<file path="src/rtl/wddl_round_seq.sv">
// wddl_round_seq: round sequencer for a WDDL (dual-rail precharge) AES datapath.
// Each round is a precharge phase with both rails at 0, then an evaluate phase
// with complementary rails. On the last evaluate cycle the true rail is captured
// as the new state and the returned rails are checked for complementarity.
module wddl_round_seq #(
    parameter int DW          = 128,
    parameter int ROUNDS      = 10,
    parameter int PRE_CYCLES  = 1,
    parameter int EVAL_CYCLES = 2
) (
    input  logic          clk,
    input  logic          rst_n,
    input  logic          start,
    input  logic [DW-1:0] din,
    output logic          busy,
    output logic          done,
    output logic [DW-1:0] dout,
    output logic          err,
    output logic          pre,
    output logic [3:0]    round,
    output logic          last,
    output logic [DW-1:0] dp_in_t,
    output logic [DW-1:0] dp_in_f,
    input  logic [DW-1:0] dp_out_t,
    input  logic [DW-1:0] dp_out_f
);

    // The phase counter has to reach the longer of the two phase lengths.
    localparam int MAXC = (PRE_CYCLES > EVAL_CYCLES) ? PRE_CYCLES : EVAL_CYCLES;
    localparam int CW   = $clog2(MAXC + 1);

    localparam logic [CW-1:0] PRE_LAST   = CW'(PRE_CYCLES - 1);
    localparam logic [CW-1:0] EVAL_LAST  = CW'(EVAL_CYCLES - 1);
    localparam logic [3:0]    ROUND_LAST = 4'(ROUNDS);

    typedef enum logic [1:0] {
        S_IDLE = 2'd0,
        S_PRE  = 2'd1,
        S_EVAL = 2'd2,
        S_DONE = 2'd3
    } state_t;

    state_t          r_fsm;
    state_t          w_fsm_next;
    logic [CW-1:0]   r_cnt;
    logic [CW-1:0]   w_cnt_next;
    logic [3:0]      r_round;
    logic [3:0]      w_round_next;
    logic [DW-1:0]   r_state;
    logic [DW-1:0]   w_state_next;
    logic            r_err;
    logic            w_err_next;

    logic [DW-1:0]   w_bit_ok;
    logic            w_rails_ok;
    logic            w_evaluating;

    // Per-bit complementarity of the returned rail pair: a valid evaluate
    // value has exactly one of the two rails high.
    generate
        for (genvar gi = 0; gi < DW; gi++) begin : g_rail_chk
            assign w_bit_ok[gi] = dp_out_t[gi] ^ dp_out_f[gi];
        end
    endgenerate

    assign w_rails_ok   = &w_bit_ok;
    assign w_evaluating = (r_fsm == S_EVAL);

    // State register: FSM, phase counter, round, captured state and error flag.
    always_ff @(posedge clk or negedge rst_n) begin
        if (!rst_n) begin
            r_fsm   <= S_IDLE;
            r_cnt   <= '0;
            r_round <= '0;
            r_state <= '0;
            r_err   <= 1'b0;
        end else begin
            r_fsm   <= w_fsm_next;
            r_cnt   <= w_cnt_next;
            r_round <= w_round_next;
            r_state <= w_state_next;
            r_err   <= w_err_next;
        end
    end

    // Next-state logic: phase sequencing, state capture and error accumulation.
    always_comb begin
        w_fsm_next   = r_fsm;
        w_cnt_next   = r_cnt;
        w_round_next = r_round;
        w_state_next = r_state;
        w_err_next   = r_err;

        case (r_fsm)
            S_IDLE: begin
                if (start) begin
                    w_state_next = din;
                    w_err_next   = 1'b0;
                    w_round_next = 4'd1;
                    w_cnt_next   = '0;
                    w_fsm_next   = S_PRE;
                end
            end

            S_PRE: begin
                if (r_cnt == PRE_LAST) begin
                    w_cnt_next = '0;
                    w_fsm_next = S_EVAL;
                end else begin
                    w_cnt_next = r_cnt + 1'b1;
                end
            end

            S_EVAL: begin
                // The datapath outputs are only trusted on the final evaluate
                // cycle, after the settling window has elapsed.
                if (r_cnt == EVAL_LAST) begin
                    w_cnt_next   = '0;
                    w_state_next = dp_out_t;
                    if (!w_rails_ok) begin
                        w_err_next = 1'b1;
                    end
                    if (r_round == ROUND_LAST) begin
                        w_fsm_next = S_DONE;
                    end else begin
                        w_round_next = r_round + 4'd1;
                        w_fsm_next   = S_PRE;
                    end
                end else begin
                    w_cnt_next = r_cnt + 1'b1;
                end
            end

            S_DONE: begin
                w_round_next = '0;
                w_fsm_next   = S_IDLE;
            end

            default: begin
                w_fsm_next = S_IDLE;
            end
        endcase
    end

    // Moore output decode: every output is a function of registers only, so
    // the rails fall to 0/0 whenever the FSM leaves EVAL.
    always_comb begin
        busy    = (r_fsm != S_IDLE);
        done    = (r_fsm == S_DONE);
        pre     = !w_evaluating;
        dout    = r_state;
        err     = r_err;
        round   = r_round;
        last    = (r_round == ROUND_LAST);
        dp_in_t = w_evaluating ? r_state  : '0;
        dp_in_f = w_evaluating ? ~r_state : '0;
    end

endmodule

</file>
<file path="config.mk">
export PLATFORM = sky130hd
export DESIGN_NAME = wddl_round_seq
export DESIGN_NICKNAME = d
export VERILOG_FILES = /design/src/rtl/wddl_round_seq.sv
export SDC_FILE = /design/constraint.sdc
export NUM_CORES = 1
export LEC_CHECK = 0
export CAP_MARGIN = 20
export CORE_AREA = 2 2 302 304
export CTS_CLUSTER_SIZE = 12
export DETAILED_ROUTE_END_ITERATION = 6
export DIE_AREA = 0 0 304 306
export MAX_ROUTING_LAYER = met4
export PLACE_DENSITY = 0.42
export RECOVER_POWER = 50
export SETUP_SLACK_MARGIN = 0.5
export SLEW_MARGIN = 20
export SYNTH_ARGS = -nofsm -noshare
export SYNTH_HDL_FRONTEND = slang
export SYNTH_SLANG_ARGS = --single-unit
</file>
<file path="constraint.sdc">
create_clock -name clk -period 3.3 [get_ports clk]
set_input_delay 0.495 -clock clk [delete_from_list [all_inputs] [get_ports clk]]
set_output_delay 0.495 -clock clk [all_outputs]
set_load 0.03 [all_outputs]
</file>
==> results of run 1 <==
==> through the flow <==
step / hold WS, ns / setup slack [ns]
after floorplan: 0.199 / 1.14
after global placement: 0.508 / -0.0454
after detailed placement: 0.541 / 0.0688
after CTS: 0.0221 / 0.500
after global routing: 0.545 / 0.272
final: 0.516 / 0.499
==> power by group through the flow <==
stage / Sequential (mW) / Combinational, mW / Clock, mW
floorplan: 4.82 / 6.57 / 0
global placement: 3.80 / 14.2 / 0
detailed placement: 3.84 / 14.2 / 0
CTS: 3.82 / 14.4 / 2.55
global route: 3.90 / 14.7 / 2.59
finish: 3.77 / 13.8 / 2.40
==> what timing repair did <==
item | in CTS | in global routing
resized for setup | 171 | 137
gates cloned | 4 | 0
setup endpoints to repair | 235 | 92
buffers inserted | 11 | 0
==> worst min-delay path by stage <==
stage | from | endpoint | slack (ns) | cells after the start
after detailed placement | r_cnt[0] | r_cnt[0] | 0.54 | 2
after global routing | r_fsm[1] | r_fsm[1] | 0.54 | 1
after floorplan | rst_n | dout[0] | 0.20 | 0
final | rst_n | dout[56] | 0.52 | 1
after global placement | r_cnt[0] | r_cnt[0] | 0.51 | 2
after CTS | rst_n | dout[54] | 0.02 | 1
==> flip-flops by register name, indices dropped and copies added, names as in the netlist <==
name	count
err	1
r_cnt	2
round	4
dout	128
r_fsm	2
==> layout make-up <==
cell class,count,area share (%)
timing repair buffer,840,42.1
clock buffer,19,2.31
clock inverter,11,1.15
tap,1176,7.67
antenna,20,0.261
multi-input combinational,862,28.4
inverter,9,0.261
sequential,137,17.9
==> kinds of logic after synthesis <==
kind of cell,count (synthesis)
AOI/OAI and AO/OA,146
xor gates and xnor gates,128
adders and majority gates,12
buffers and inverters,80
DFF,137
muxes,129
and+or+nand+nor,447
==> synthesized netlist by cell type <==
cell / n / area [um2]
a31oi_1: 1 / 6.26
dfrtp_1: 137 / 3430
or2_4: 1 / 8.76
nand2b_1: 4 / 25.0
nor4_1: 24 / 150
o21ai_1: 4 / 20.0
a22o_1: 2 / 17.5
nand3_1: 4 / 20.0
a21oi_1: 132 / 661
a22oi_1: 1 / 7.51
ha_1: 12 / 150
nand2_1: 8 / 30.0
and3_1: 1 / 6.26
o21ai_0: 3 / 15.0
o31ai_1: 1 / 7.51
a21oi_2: 1 / 8.76
or4b_1: 1 / 10.0
a211o_1: 1 / 8.76
and2_1: 128 / 801
buf_1: 6 / 22.5
inv_2: 2 / 7.51
xnor2_1: 83 / 727
buf_2: 23 / 115
xor2_1: 45 / 394
inv_1: 7 / 26.3
nor3_1: 3 / 15.0
mux2i_1: 129 / 1290
nand4_1: 15 / 93.8
clkbuf_1: 42 / 158
nor2_1: 258 / 968
==> worst register-to-register path: stages (launching register included) <==
cell and delay (ns):
dfrtp_1 0.35, inv_1 0.10, ha_1 0.24, buf_4 0.18, buf_16 0.23, nand2b_1 0.15, nand2_1 0.10, a21oi_1 0.38
buf_12 0.24, clkbuf_1 0.45, nor2_1 0.08, a21oi_1 0.13
==> per-layer routing <==
layer	GRT usage [%]	part of all wire, %
met1	19.9	44
met2	27.6	49
met3	4.71	6.2
met4	2.31	0.69
met5	-	0
==> flow_summary.json, run 1 <==
{
  "layout_commonest_cell": "clkdlybuf4s50_1",
  "setup_viol": 0,
  "cp-end-kind": "primary output",
  "synth-seq-cells": 137,
  "pwr-share-seq_pct": 18.9,
  "dp.cells": 3009,
  "die_x_um": 304,
  "reg2reg_depth": 11,
  "grt_setup_unrepaired": "yes",
  "finalCritPeriodShare_pct": 84.9,
  "synth_mux_area_share_pct": 14.0,
  "cts_tree": "built",
  "grt_pass1_wl_mm": 101,
  "r2r_end": "dout[15]",
  "first_iter_violations": 512,
  "drt-total-wl_mm": 76.0,
  "slowest_delay_ns": 0.38,
  "h-tree-depth": 4,
  "path_class": "register to primary output",
  "ir_worst_vdd_mv": 0.524,
  "synth_compound_area_share_pct": 8.17,
  "grt_use_total_pct": 16.4,
  "violations": "max-capacitance violations, max-slew violations",
  "clkPwrFrac_pct": 12.0,
  "crit_buf_inv": 6,
  "crit_start": "r_fsm[0]",
  "cts.path.max_buffers": 2,
  "core_um2": 89600,
  "ant_nets": 0,
  "drc": 0,
  "fin_cells": 3074,
  "total_power_mw": 19.9,
  "dieArea_um2": 93000,
  "slowest_stage": "dfrtp_1",
  "tightest_slew_ns": 1.84,
  "synthXorXnorAreaFrac_pct": 12.2,
  "fin_skew_ns": 0.0141,
  "fin_area_um2": 19200,
  "multiInputGateArea_um2": 5450,
  "via_per_inst": 3.58,
  "core.rowCount": 110,
  "cp-endpoint": "dp_in_t[56]",
  "area_delta_synth_final_pct": 109,
  "grt_pass1_vias": 11300,
  "rrSetupSlack_ns": 0.59,
  "cpMostUsedCell": "buf_4",
  "utilization_pct": 21.4,
  "combinationalPowerShare_pct": 69.1,
  "crit_required_ns": 2.80,
  "cts_made_buffers": 17,
  "grt_max_degree": 91,
  "dpl.hpwl_mm": 63.7,
  "clk_latency_ns": 0.48,
  "first_pass_iters": 5,
  "swShare_pct": 53.9,
  "slew_violations": 53,
  "switchingPower_mw": 10.7,
  "synth_simple_gate_area_share_pct": 23.1,
  "syn_nets": 1478,
  "final_nets": 2266,
  "final_cell_mix": "clkdlybuf4s50_1, nor2_1, buf_4",
  "cellLeakagePower_nw": 7.97,
  "die_h_um": 306,
  "postSynthAreaPerCell_um2": 8.53,
  "io_buffers": 779,
  "hp-class": "input port to async pin",
  "crit_fanout": 31,
  "clock_sinks": 137,
  "fmax_mhz": 357,
  "p_int_mw": 9.19,
  "clk_pin_slew_worst_paths_ns": 0.07,
  "synth_cell_types": 30,
  "crit_family": "buffers and inverters",
  "vias": 11000,
  "grt_overflow_total": 0,
  "cap_violations": 1,
  "outcome": "complete, but fails checks",
  "place_congestion": 0.831,
  "avgRoutedWirePerCell_um": 24.7,
  "syn_inst": 1079,
  "nFillCells": 9924,
  "max_slew_margin_pct": -22.4,
  "synthAdderAreaFrac_pct": 1.63,
  "timing.rr.start": "r_fsm[0]",
  "synth_area_um2": 9200,
  "start_kind": "register",
  "path_depth": 8,
  "ctsHoldBuffers": 0,
  "drive_gt1_share_pct": 15.7,
  "synth_top_family_by_area": "simple AND/OR/NAND/NOR gates",
  "yosysWarnings": 0,
  "clockRootBuffer": "clkbuf_16",
  "start_util_pct": 10.3,
  "arrival_ns": 2.31,
  "finalSetupTns_ns": 0,
  "seq_area_um2": 3430,
  "worstPathCellList": "inv_1, ha_1, buf_4, buf_4, buf_4, buf_16, and2_1, clkdlybuf4s15_1",
  "power_density_nw_per_um2": 1040,
  "ios": 780,
  "finalHoldViolCount": 0,
  "seq_area_frac_synth_pct": 37.3,
  "antenna_found_initial": 30,
  "finalCriticalPeriod_ns": 2.80,
  "placement.cell_area_um2": 18500
}
Power figures use the tool's default switching activity.
==> run 2, diff against run 1 <==
--- a/config.mk
+++ b/config.mk
@@ -11,7 +11,7 @@
 export DETAILED_ROUTE_END_ITERATION = 6
 export DIE_AREA = 0 0 304 306
 export MAX_ROUTING_LAYER = met4
-export PLACE_DENSITY = 0.42
+export PLACE_DENSITY = 0.43
 export RECOVER_POWER = 50
 export SETUP_SLACK_MARGIN = 0.5
 export SLEW_MARGIN = 20
==> constraint.sdc (replaced) <==
create_clock -name clk -period 2.3 [get_ports clk]
set_input_delay 0.345 -clock clk [delete_from_list [all_inputs] [get_ports clk]]
set_output_delay 0.345 -clock clk [all_outputs]
set_load 0.03 [all_outputs]
==> run 2 against run 1 <==
- the flow finishes with violations (negative setup slack)
- clock skew grew 0.0075 ns
- register-to-register slack lost 0.48 ns
- via count up 5.7%
- non-clock buffer count up 144
- flip-flop and latch count is the same
- critical path depth grew 1
- worst hold slack lost 0.15 ns
- wire length is 7.6% higher
==> flow_summary.json, run 2 (same netlist as run 1, synthesis figures left out) <==
{
  "layout_commonest_cell": "clkdlybuf4s50_1",
  "tightest_slew_ns": 0.921,
  "fmax_mhz": 421,
  "violations": "negative setup slack",
  "grt_use_total_pct": 17.4,
  "finalCriticalPeriod_ns": 2.38,
  "fin_cells": 3222,
  "first_iter_violations": 522,
  "ir_worst_vdd_mv": 0.764,
  "drt-total-wl_mm": 81.8,
  "max_slew_margin_pct": 38.6,
  "start_kind": "register",
  "cap_violations": 0,
  "grt_setup_unrepaired": "yes",
  "slew_violations": 0,
  "drc": 0,
  "core_um2": 89600,
  "worst_slack_ns": -0.0766,
  "die_h_um": 306,
  "outcome": "complete, but fails checks",
  "crit_fanout": 7,
  "cts.path.max_buffers": 2,
  "ios": 780,
  "slowest_delay_ns": 0.39,
  "finalCritPeriodShare_pct": 103,
  "largest_reg_flops": 128,
  "hp-class": "input port to register",
  "path_class": "register to primary output",
  "ant_nets": 0,
  "grt_pass1_vias": 12100,
  "clock_sinks": 137,
  "setup_viol": 65,
  "final_nets": 2410,
  "dieArea_um2": 93000,
  "final_cell_mix": "clkdlybuf4s50_1, buf_4, nor2_1",
  "grt_overflow_total": 0,
  "holdWs_ns": 0.363,
  "cts_made_buffers": 17,
  "drive_gt1_share_pct": 36.0,
  "first_pass_iters": 5,
  "cp-end-kind": "primary output",
  "wl_met2_mm": 40.1,
  "area_delta_synth_final_pct": 142,
  "rrSetupSlack_ns": 0.11,
  "power_density_nw_per_um2": 1550,
  "utilization_pct": 24.9,
  "cellLeakagePower_nw": 9.12,
  "grt_pass1_wl_mm": 106,
  "dp.cells": 3090,
  "place_congestion": 0.859,
  "finalHoldViolCount": 0,
  "crit_required_ns": 1.96,
  "total_power_mw": 34.6,
  "grt_max_degree": 68,
  "via_per_inst": 3.61,
  "avgRoutedWirePerCell_um": 25.4,
  "wl_met3_mm": 5.35,
  "clockRootBuffer": "clkbuf_16",
  "fin_skew_ns": 0.0216,
  "met1_length_mm": 35.6,
  "start_util_pct": 10.3,
  "worstPathCellList": "inv_2, ha_4, buf_12, inv_12, buf_16, buf_12, buf_6, nor2_4, buf_12",
  "core.rowCount": 110,
  "vias": 11600,
  "h-tree-depth": 4,
  "cpMostUsedCell": "buf_12",
  "antenna_found_initial": 35,
  "io_buffers": 779,
  "clk_pin_slew_worst_paths_ns": 0.07,
  "die_x_um": 304,
  "cts_tree": "built",
  "clk_latency_ns": 0.49,
  "arrival_ns": 2.03,
  "maxUsedRoutingLayer": "met4",
  "slowest_stage": "dfrtp_1",
  "dpl.hpwl_mm": 65.6
}
[run 2: cell count changes in the layout (fill, tap and decap cells not counted), moves of 30 or more]
cell	before	now
and2_1	128	0
and2_4	0	126
buf_6	1	121
dlygate4sd3_1	132	42
buf_4	165	250
nor2_1	257	211
clkdlybuf4s50_1	389	428
buf_12	20	56
dlygate4sd2_1	14	44
nor2_4	0	30
[run 2: final timing paths]
path,from,end,cells past startpoint
setup / recovery,r_fsm[0],dp_in_f[48],9
hold / removal,dp_out_t[51],dout[51],3
setup reg to reg,r_fsm[1],dout[14],11
hold reg to reg,r_cnt[0],r_cnt[0],2
max in group asynchronous,rst_n,dout[87],3
min in group asynchronous,rst_n,dout[51],2
[run 2: metrics by stage]
stage          setup WS (ns)  instance area (um2)  setup TNS [ns]
2_1_floorplan          0.387                 9540               0
3_3_place_gp          -0.883                19400          -0.883
3_5_place_dp          -0.804                19400          -0.804
4_1_cts               -0.103                21600           -3.58
5_1_grt               -0.144                22300          -13.50
6_report             -0.0766                22300           -1.56
[run 2: per-layer routing]
metal  up-vias  global-route usage [%]
met5         -                       -
met4         0                    2.82
met3        48                    5.27
met2       531                    29.1
met1      5563                    21.0
li1       5475                       -
[run 2: worst max-delay path, delay by kind of cell (launching register included)]
kind / cells / cell delay, ns
flip-flops: 1 / 0.39
buffers and inverters: 7 / 0.83
AND/OR/NAND/NOR: 1 / 0.14
adder cells (fa/ha/maj): 1 / 0.15
[run 2: cell type report]
type,count,area (um2)
diodes,22,55.1
fillers,9625,67300
clock buffers,21,470
flip-flops and latches,137,3430
clock inverters,11,111
multi-input cells,862,6470
repair buffers,984,10200
well taps,1176,1470
inverters,9,46.3
[run 2: power breakdown]
group | switching (mW) | total, mW | internal [mW]
clock | 1.38 | 2.97 | 1.59
sequential | 1.82 | 5.50 | 3.68
combinational | 14.2 | 26.1 | 11.9
[run 2: timing repair]
| action | CTS | global route |
|---|---|---|
| buffers inserted | 39 | 20 |
| hold buffers | 1 | 0 |
| gates cloned | 12 | 6 |
| resized for setup | 288 | 108 |
| pin swaps | 39 | 14 |
| setup endpoints to repair | 521 | 527 |
| endpoints found under the hold margin | 90 | 0 |
